**src/rtl/modulo_02_syndrome.sv**
```systemverilog
// SECDED syndrome detector for an 8-bit extended Hamming(7,4) word with a registered output stage.
// Optional macro MODULO02_CORR_EN adds the registered corrected-data output data_corr.
module modulo_02_syndrome (
   input  logic       clk,
   input  logic       rst,
   input  logic       in_valid,
   input  logic [7:0] conmutador_8,
   output logic [3:0] sindrome_detec,
   output logic       out_valid,
   output logic       no_error,
   output logic       single_err,
   output logic       double_err,
   output logic [2:0] err_pos
`ifdef MODULO02_CORR_EN
   ,
   output logic [3:0] data_corr
`endif
);

   logic [3:0] w_s;
   logic       w_zero;
   logic       w_no_error;
   logic       w_single;
   logic       w_double;

   logic [3:0] r_syn;
   logic       r_vld;
   logic       r_no_error;
   logic       r_single;
   logic       r_double;
   logic [2:0] r_pos;

   assign w_s[0] = conmutador_8[0] ^ conmutador_8[2] ^ conmutador_8[4] ^ conmutador_8[6];
   assign w_s[1] = conmutador_8[1] ^ conmutador_8[2] ^ conmutador_8[5] ^ conmutador_8[6];
   assign w_s[2] = conmutador_8[3] ^ conmutador_8[4] ^ conmutador_8[5] ^ conmutador_8[6];
   // s3 is set when overall parity is even, i.e. no odd number of flips
   assign w_s[3] = ~(^conmutador_8);

   assign w_zero     = (w_s[2:0] == 3'd0);
   assign w_no_error = w_s[3] & w_zero;
   assign w_single   = ~w_s[3];
   assign w_double   = w_s[3] & ~w_zero;

   always_ff @(posedge clk) begin
      if (rst) begin
         r_syn      <= 4'b0000;
         r_vld      <= 1'b0;
         r_no_error <= 1'b0;
         r_single   <= 1'b0;
         r_double   <= 1'b0;
         r_pos      <= 3'd0;
      end else begin
         r_vld <= in_valid;
         if (in_valid) begin
            r_syn      <= w_s;
            r_no_error <= w_no_error;
            r_single   <= w_single;
            r_double   <= w_double;
            r_pos      <= w_s[2:0];
         end
      end
   end

   assign sindrome_detec = r_syn;
   assign out_valid      = r_vld;
   assign no_error       = r_no_error;
   assign single_err     = r_single;
   assign double_err     = r_double;
   assign err_pos        = r_pos;

`ifdef MODULO02_CORR_EN
   logic [3:0] w_data;
   logic [3:0] w_flip;
   logic [3:0] r_data;

   assign w_data = {conmutador_8[6], conmutador_8[5], conmutador_8[4], conmutador_8[2]};

   // Only positions 3,5,6,7 carry data; parity-position errors leave data untouched
   always_comb begin
      w_flip = 4'b0000;
      if (w_single) begin
         case (w_s[2:0])
            3'd3:    w_flip = 4'b0001;
            3'd5:    w_flip = 4'b0010;
            3'd6:    w_flip = 4'b0100;
            3'd7:    w_flip = 4'b1000;
            default: w_flip = 4'b0000;
         endcase
      end
   end

   always_ff @(posedge clk) begin
      if (rst) begin
         r_data <= 4'b0000;
      end else if (in_valid) begin
         r_data <= w_data ^ w_flip;
      end
   end

   assign data_corr = r_data;
`endif

endmodule

```
**config.mk**
```make
export PLATFORM = sky130hd
export DESIGN_NAME = modulo_02_syndrome
export DESIGN_NICKNAME = d
export VERILOG_FILES = /design/src/rtl/modulo_02_syndrome.sv
export SDC_FILE = /design/constraint.sdc
export NUM_CORES = 1
export LEC_CHECK = 0
export ABC_AREA = 1
export BUFFER_PORTS_ARGS = -buffer_cell sky130_fd_sc_hd__buf_2
export CAP_MARGIN = 15
export CORE_AREA = 2 2 41 43
export CTS_CLUSTER_SIZE = 24
export DETAILED_ROUTE_END_ITERATION = 6
export DIE_AREA = 0 0 43 45
export PLACE_DENSITY = 0.72
export SLEW_MARGIN = 20
export SYNTH_ARGS = -nofsm -noshare
export SYNTH_HDL_FRONTEND = slang
export SYNTH_SLANG_ARGS = --single-unit
```
**constraint.sdc**
```tcl
create_clock -name clk -period 1.5 [get_ports clk]
set_input_delay 0.3 -clock clk [delete_from_list [all_inputs] [get_ports clk]]
set_output_delay 0.3 -clock clk [all_outputs]
set_load 0.03 [all_outputs]
```
; ---- Yosys cells after proc, flatten, opt, wreduce, memory -nomap -nowiden
; Cells that the tools add are included.
[classes]
n_bitwise = 13
n_reduce_logical = 2
[ops]
columns = operator, n
row1 = bitwise XOR 1 bit, 9
row2 = XOR reduction 8 bit, 1
row3 = zero test 3 bit, 1
row4 = AND 1 bit, 2
row5 = NOT 1 bit, 2
[word_totals]
ff_bits = 11
in_bits = 11
out_inout_bits = 11
word_cells = 21

; ---- Depth between registers and ports, before layout
; Gate-level depths: netlist (run 1).
[depth]
word_depth = 6
depth_mapped = 13
ltp_nobuf = 12

; ---- Least setup slack after synthesis (run 1)
; Ideal clock, no wire load.
[synth_path]
path_type = input port to flip-flop
start = input conmutador_8[0]
end = register r_single (netlist: single_err)
setup_ns = 0.116
t_arrival_ns = 1.057
required_time_ns = 1.384
path_slack_ns = 0.327
path_stages = 11
n_path_buf = 1
cell_sequence = clkbuf_2 > inv_1 > nand2_1 > nand2_1 > o21ai_0 > nand2_1 > nand2_1 > nand2_1 > nand2_1 > o211ai_1 > inv_1
[synth_via]
elab_chain_cells = 1
[synth_rtl]
columns = item, line_no
row1 = from (decl), 7  ; input logic [7:0] conmutador_8,
row2 = XOR reduction 8 bit, 37  ; assign w_s[3] = ~(^conmutador_8);
row3 = to (signal assigned), 57  ; r_single <= w_single;
row4 = to (decl), 29  ; logic r_single;
; No other way between the ends.
; A chain may end at the register's enable or synchronous reset.

==> impl_metrics.tcl, run 1 <==
set metrics [dict create \
    status "completed" \
    cp.arrival_ns 0.80 \
    overflow 0 \
    power.density_mw_per_mm2 826 \
    setup_slack_ns 0.403 \
    ys_ff_latch 8 \
    rsz0062_at_grt "no" \
    grt_antenna_before_repair 0 \
    dp_cells 144 \
    synth_top_area_cell "nand2_1" \
    path_buf_inv 1 \
    synth_nets 125 \
    critical-path-top-delay-family "flip-flops" \
    drt_iter0_drc 19 \
    coreArea_sq_mm 0.00147 \
    hold_class "in -> reg" \
    avgSynthCellArea_sq_um 5.84 \
    grt_pass1_vias 551 \
    clk_pin_slew_ns 0.06 \
    dpl.hpwl_microns 1000 \
    cts_root_buf "clkbuf_4" \
    cts_tree "yes" \
    slew_headroom_pct 87.4 \
    firstDrtPassIters 4 \
    fp.dieW_microns 43 \
    cp-start-kind "register" \
    io_pins 22 \
    finClkSkew_ns 0 \
    gp_congestion 0.752 \
    cts_made_buffers 3 \
    syn_area_sq_um 666 \
    drive_above_1_share_pct 26.7 \
    grt_first_pass_wirelength_microns 2010 \
    vias_per_cell 4.46 \
    fin_nets 144 \
    synth-seq-area-share_pct 24.1 \
    crit_fanout 3 \
    yosysUniqueCellTypes 18 \
    total_power_uw 629 \
    wl_per_cell_microns 8.07 \
    max_stage_delay_ns 0.34 \
    grt_start_max_net_pins 12 \
    wirelength_microns 1190 \
    yosysWarningCount 0 \
    diodes 0 \
    core.rowCount 14 \
    ctsHoldBuffers 0 \
    drtAntennaViolNets 0 \
    setup_viol 0 \
    cts-resized-gates 0 \
    finalHoldViolations 0 \
    grt.total_usage_pct 13.4 \
    fmax_mhz 912 \
    synth_top_area_share_pct 28.2 \
    drv_slew 0 \
    drc 0 \
    via_count 655 \
    min_period_ns 1.10 \
    cap_violations 0 \
    ir_drop_mv 0.577 \
    min_period_over_period_pct 73.1 \
    clk_latency_ns 0.25 \
    syn_to_final_growth_pct 14.5 \
    cts_buffer_depth 2 \
    fp.dieH_microns 45 \
    finalNonFillerCells 147 \
    critPathCaptureType "primary output" \
    leakage_uw 0.000488 \
    crit_slowest_cell "dfxtp_1" \
    worst-slew-pin-transition_ns 0.188 \
    path_cells "buf_2" \
    cts-htree-levels 1 \
    synth.area.top_cells "nand2_1 (28%), dfxtp_1 (24%), inv_1 (8.5%), xnor2_1 (5.3%), xor2_1 (5.3%)" \
    place_ws_ns 0.194 \
    n_fill_cell 157 \
    start_util_pct 45.2 \
    fin_setup_tns_ns 0 \
    cp.required_ns 1.20 \
    synth_cells 114 \
    dieArea_sq_mm 0.00194 \
    worstSetupPathType "reg -> out" \
    postCtsSetupBuffers 0 \
    clkSinkCount 8 \
    io_buffers 21 \
]
registers in the layout, summed over array words and instances, names as in the netlist:
register	flops
sindrome_detec	4
double_err	1
no_error	1
out_valid	1
single_err	1
cell type report:
class / count / area [sq um] / area share, %
Timing Repair Buffer: 21 / 105 / 13.8
Tap cell: 16 / 20.0 / 2.63
Clock buffer: 3 / 22.5 / 2.96
Sequential cell: 8 / 160 / 21.0
Multi-Input combinational cell: 80 / 383 / 50.2
Inverter: 19 / 71.3 / 9.36
cell usage in the layout, fill, tap and decap left out:
cell type  instances
inv_1             15
xor2_1             4
a21oi_1            1
clkbuf_4           3
inv_2              4
nor2_1             5
o21ai_0            1
xnor2_1            4
nand2_1           50
dfxtp_1            8
nand3_1            4
nand2_2            5
o211ai_1           4
buf_2             21
nor2_2             1
a21oi_2            1
per-stage QoR:
stage	hold WS [ns]	utilization, %	cell area, sq um
after global routing	0.264	51.8	762
final	0.250	51.8	762
after CTS	0.248	51.8	762
after detailed placement	0.468	50.3	739
after global placement	0.454	50.3	739
after floorplan	0.362	-	666
logic make-up (layout without fill, tap and decap cells):
| group | after synthesis | count (layout) | share of synthesized area (%) |
|---|---|---|---|
| simple gates | 65 | 65 | 39.7 |
| buf+inv | 26 | 43 | 18.4 |
| xor+xnor | 8 | 8 | 10.5 |
| flops | 8 | 8 | 24.1 |
| compound gates | 7 | 7 | 7.33 |
synth_stat cells, drive strengths merged:
library cell	instances
nand2	55
nand3	4
o21ai	1
buf	6
xor2	4
o211ai	4
dfxtp	8
nor2	6
a21oi	2
inv	19
clkbuf	1
xnor2	4
power breakdown:
group,leakage (uW),internal [uW],switching (uW),total (uW)
Clock,0.0000138,91.5,72.6,164
Combinational,0.000408,77.3,151,228
Sequential,0.0000661,229,8.03,237
metal layers:
| metal | global-route usage [%] | up-vias | part of all wire (%) |
|---|---|---|---|
| met5 | 0 | - | 0 |
| met4 | 1.82 | 0 | 0 |
| met3 | 4.80 | 0 | 6.1 |
| met2 | 23.6 | 20 | 47 |
| met1 | 16.1 | 266 | 47 |
| li1 | - | 369 | - |
worst paths after layout:
check	start	to	slack, ns	cells past startpoint
hold reg to reg	double_err	double_err	0.47	2
hold / removal	rst	no_error	0.25	2
setup / recovery	sindrome_detec[0]	err_pos[0]	0.40	1
setup reg to reg	sindrome_detec[0]	sindrome_detec[0]	0.85	2
worst reg2reg max path, cell delays in order (launching register included):
cell	delay, ns
dfxtp_1	0.32
o211ai_1	0.17
inv_1	0.05
No activity file was read; power rests on OpenSTA's default activity.
==> run 2, diff against run 1 <==
==> constraint.sdc (replaced) <==
create_clock -name clk -period 1.1 [get_ports clk]
set_input_delay 0.22 -clock clk [delete_from_list [all_inputs] [get_ports clk]]
set_output_delay 0.22 -clock clk [all_outputs]
set_load 0.03 [all_outputs]
==> impl_metrics.tcl, run 2 (synthesized netlist as in run 1, its figures left out) <==
set metrics [dict create \
    wl_per_cell_microns 8.13 \
    gp_congestion 0.744 \
    whs_ns 0.170 \
    wirelength_microns 1210 \
    ir_drop_mv 0.680 \
    finalHoldViolations 0 \
    drv_slew 0 \
    fp.dieW_microns 43 \
    coreArea_sq_mm 0.00147 \
    leakage_uw 0.000498 \
    diodes 0 \
    clk_latency_ns 0.25 \
    dpl.hpwl_microns 1040 \
    critical-path-top-delay-family "flip-flops" \
    grt_first_pass_wirelength_microns 2210 \
    drt_iter0_drc 6 \
    min_period_ns 1.02 \
    fin_nets 146 \
    fmax_mhz 980 \
    io_pins 22 \
    status "completed" \
    overflow 0 \
    grt_antenna_before_repair 0 \
    path_buf_inv 1 \
    drc 0 \
    drive_above_1_share_pct 27.8 \
    total_power_uw 861 \
    mostFrequentLayoutCell "nand2_1" \
    cp.required_ns 0.88 \
    cts-resized-gates 0 \
    cts_made_buffers 3 \
    mostFrequentLayoutCells "nand2_1 (50), buf_2 (20), inv_1 (15)" \
    clk_pin_slew_ns 0.05 \
    path_cells "buf_2" \
    hold_class "in -> reg" \
    critPathCaptureType "primary output" \
    finClkSkew_ns 0 \
    cts_buffer_depth 2 \
    grt_start_max_net_pins 12 \
    io_buffers 21 \
    firstDrtPassIters 3 \
    setup_viol 0 \
    clkSinkCount 8 \
    cp-start-kind "register" \
    vias_per_cell 4.56 \
    slew_headroom_pct 87.7 \
    core.rowCount 14 \
    cts_root_buf "clkbuf_4" \
    power.density_mw_per_mm2 1100 \
    worstSetupPathType "reg -> out" \
    ctsHoldBuffers 0 \
    start_util_pct 45.2 \
    grt.total_usage_pct 14.9 \
    rsz0062_at_grt "no" \
    cp.arrival_ns 0.80 \
    place_area_sq_um 754 \
    dieArea_sq_mm 0.00194 \
    via_count 680 \
    worst-slew-pin-transition_ns 0.183 \
    cap_violations 0 \
    grt_pass1_vias 583 \
    min_period_over_period_pct 92.8 \
    crit_fanout 3 \
    drtAntennaViolNets 0 \
    max_stage_delay_ns 0.34 \
    cts-htree-levels 1 \
    crit_slowest_cell "dfxtp_1" \
    postCtsSetupBuffers 0 \
    largest_reg_flops 4 \
    design_area_sq_um 779 \
    syn_to_final_growth_pct 17.1 \
    cts_tree "yes" \
    fp.dieH_microns 45 \
]
==> run 2: cell types whose count changed in the layout (fill, tap and decap cells not counted) <==
cell	previous run	this run
buf_2	21	20
buf_4	0	2
clkbuf_4	3	4
==> run 2: worst paths after layout <==
kind                           from                 to  slack (ns)  cells past startpoint
setup / recovery  sindrome_detec[2]  sindrome_detec[2]        0.08                      1
hold / removal                  rst           no_error        0.17                      2
setup reg to reg  sindrome_detec[0]  sindrome_detec[0]        0.44                      2
hold reg to reg          double_err         double_err        0.46                      2
==> run 2: power breakdown <==
| part | total, uW | internal, uW | switching, uW |
|---|---|---|---|
| sequential | 323 | 312 | 10.5 |
| combinational | 319 | 111 | 208 |
| clock | 219 | 124 | 94.3 |
==> run 2: layout make-up <==
type	instances	area, sq um
sequential	8	160
inverter	19	71.3
timing repair buffer	23	123
multi-input combinational	80	383
tap	16	20.0
clock buffer	3	22.5
fill	172	692
==> run 2: metal layers <==
metal	up-vias	share of wire, %	global-route usage, %
li1	373	-	-
met1	289	47	18.3
met2	18	47	25.5
met3	0	5.9	4.80
met4	0	0	3.64
met5	-	0	0
==> run 2: metrics by stage <==
stage	setup TNS, ns	util [%]	setup slack [ns]	instances
2_1_floorplan	0	-	0.00651	114
3_3_place_gp	-0.287	51.3	-0.116	146
3_5_place_dp	-0.433	51.3	-0.144	146
4_1_cts	0	52.8	0.0793	149
5_1_grt	0	53.0	0.0147	149
6_report	0	53.0	0.0794	149
==> run 3, diff against run 2 <==
==> config.mk (replaced) <==
export PLATFORM = sky130hd
export DESIGN_NAME = modulo_02_syndrome
export DESIGN_NICKNAME = d
export VERILOG_FILES = /design/src/rtl/modulo_02_syndrome.sv
export SDC_FILE = /design/constraint.sdc
export NUM_CORES = 1
export LEC_CHECK = 0
export ABC_AREA = 1
export CAP_MARGIN = 15
export CORE_AREA = 2 2 39 41
export CTS_CLUSTER_SIZE = 24
export DETAILED_ROUTE_END_ITERATION = 6
export DIE_AREA = 0 0 41 43
export DONT_BUFFER_PORTS = 1
export REMOVE_ABC_BUFFERS = 1
export SYNTH_ARGS = -nofsm -noshare
export SYNTH_HDL_FRONTEND = slang
export SYNTH_SLANG_ARGS = --single-unit
==> impl_metrics.tcl, run 3 (synthesized netlist as in run 1, its figures left out) <==
set metrics [dict create \
    multiInputGateArea_sq_um 383 \
    min_period_ns 1.01 \
    syn_to_final_growth_pct 2.07 \
    finClkSkew_ns 0 \
    fp.dieH_microns 43 \
    drc 0 \
    drt_iter0_drc 17 \
    worstSetupPathType "reg -> out" \
    cts-htree-levels 1 \
    overflow 0 \
    min_period_over_period_pct 92.0 \
    grt-busiest-layer "met2" \
    slew_headroom_pct 78.0 \
    critPathCaptureType "primary output" \
    hold_class "in -> reg" \
    vias_per_cell 4.52 \
    clk_latency_ns 0.25 \
    start_util_pct 48.1 \
    cts_root_buf "clkbuf_4" \
    rsz0062_at_grt "no" \
    diodes 0 \
    path_cells "buf_4" \
    worst-slew-pin-transition_ns 0.330 \
    wirelength_microns 1050 \
    cts_tree "yes" \
    cp.arrival_ns 0.79 \
    mostFrequentLayoutCells "nand2_1 (50), inv_1 (15), dfxtp_1 (8)" \
    coreArea_sq_mm 0.00138 \
    finalNonFillerCells 129 \
    power.density_mw_per_mm2 1160 \
    fin_setup_tns_ns 0 \
    cts_made_buffers 3 \
    postCtsSetupBuffers 0 \
    dpl.hpwl_microns 864 \
    io_pins 22 \
    ir_drop_mv 0.810 \
    via_count 583 \
    ctsHoldBuffers 0 \
    grt.total_usage_pct 14.8 \
    wl_per_cell_microns 8.17 \
    setup_viol 0 \
    place_area_sq_um 657 \
    path_buf_inv 1 \
    globalRouteMet2Util_pct 21.6 \
    firstDrtPassIters 5 \
    crit_fanout 2 \
    mostFrequentLayoutCell "nand2_1" \
    finalHoldViolations 0 \
    leakage_uw 0.000409 \
    io_buffers 0 \
    cp.required_ns 0.88 \
    cp-start-kind "register" \
    gp_congestion 0.662 \
    dieArea_sq_mm 0.00176 \
    met1_usage_pct 18.3 \
    grt_first_pass_wirelength_microns 1810 \
    cts_buffer_depth 2 \
    met3_usage_pct 7.85 \
    drtAntennaViolNets 0 \
    drv_slew 0 \
    grt_pass1_vias 514 \
    seqCellArea_sq_um 160 \
    clkSinkCount 8 \
    critical-path-top-delay-family "flip-flops" \
    fp.dieW_microns 41 \
    max_stage_delay_ns 0.33 \
    grt_start_max_net_pins 12 \
    drive_above_1_share_pct 15.0 \
    r2r_slack_ns 0.29 \
    crit_slowest_cell "dfxtp_1" \
    status "completed" \
    design_area_sq_um 679 \
    n_fill_cell 151 \
    cts-resized-gates 0 \
    clk_pin_slew_ns 0.05 \
    grt_antenna_before_repair 0 \
    core.rowCount 14 \
    fin_nets 126 \
    dp_cells 126 \
    fmax_mhz 988 \
    cap_violations 0 \
    largest_reg_flops 4 \
]
## run 3: final cells by class
type	instances	area share (%)
multi-input combinational	80	56.4
sequential	8	23.6
inverter	19	10.5
clock buffer	3	3.31
timing repair buffer	3	3.31
tap	16	2.95
## run 3: final timing paths
kind                        to  cells after the start         startpoint
max          sindrome_detec[1]                      1  sindrome_detec[1]
min reg2reg  sindrome_detec[2]                      2  sindrome_detec[2]
max reg2reg           no_error                      2           no_error
min                   no_error                      1                rst
## run 3: power breakdown
group | switching, uW | internal, uW
clock | 89.2 | 124
combinational | 140 | 86.0
sequential | 37.0 | 313
total | 267 | 523
## run 3: routing by layer
layer | routed length (microns) | vias to the layer above
met1 | 524 | 234
met4 | 0 | 0
met5 | 0 | -
met2 | 450 | 17
met3 | 80 | 0
li1 | - | 332
## run 3: stage by stage
step	util [%]	hold WS [ns]	total power [uW]	worst slack (ns)
2_1_floorplan	-	0.282	546	0.142
5_1_grt	49.1	0.0143	852	0.0412
4_1_cts	49.1	0.0173	806	0.0748
6_report	49.1	0.0264	789	0.0880
3_3_place_gp	47.5	0.283	583	0.0620
3_5_place_dp	47.5	0.285	584	0.0503
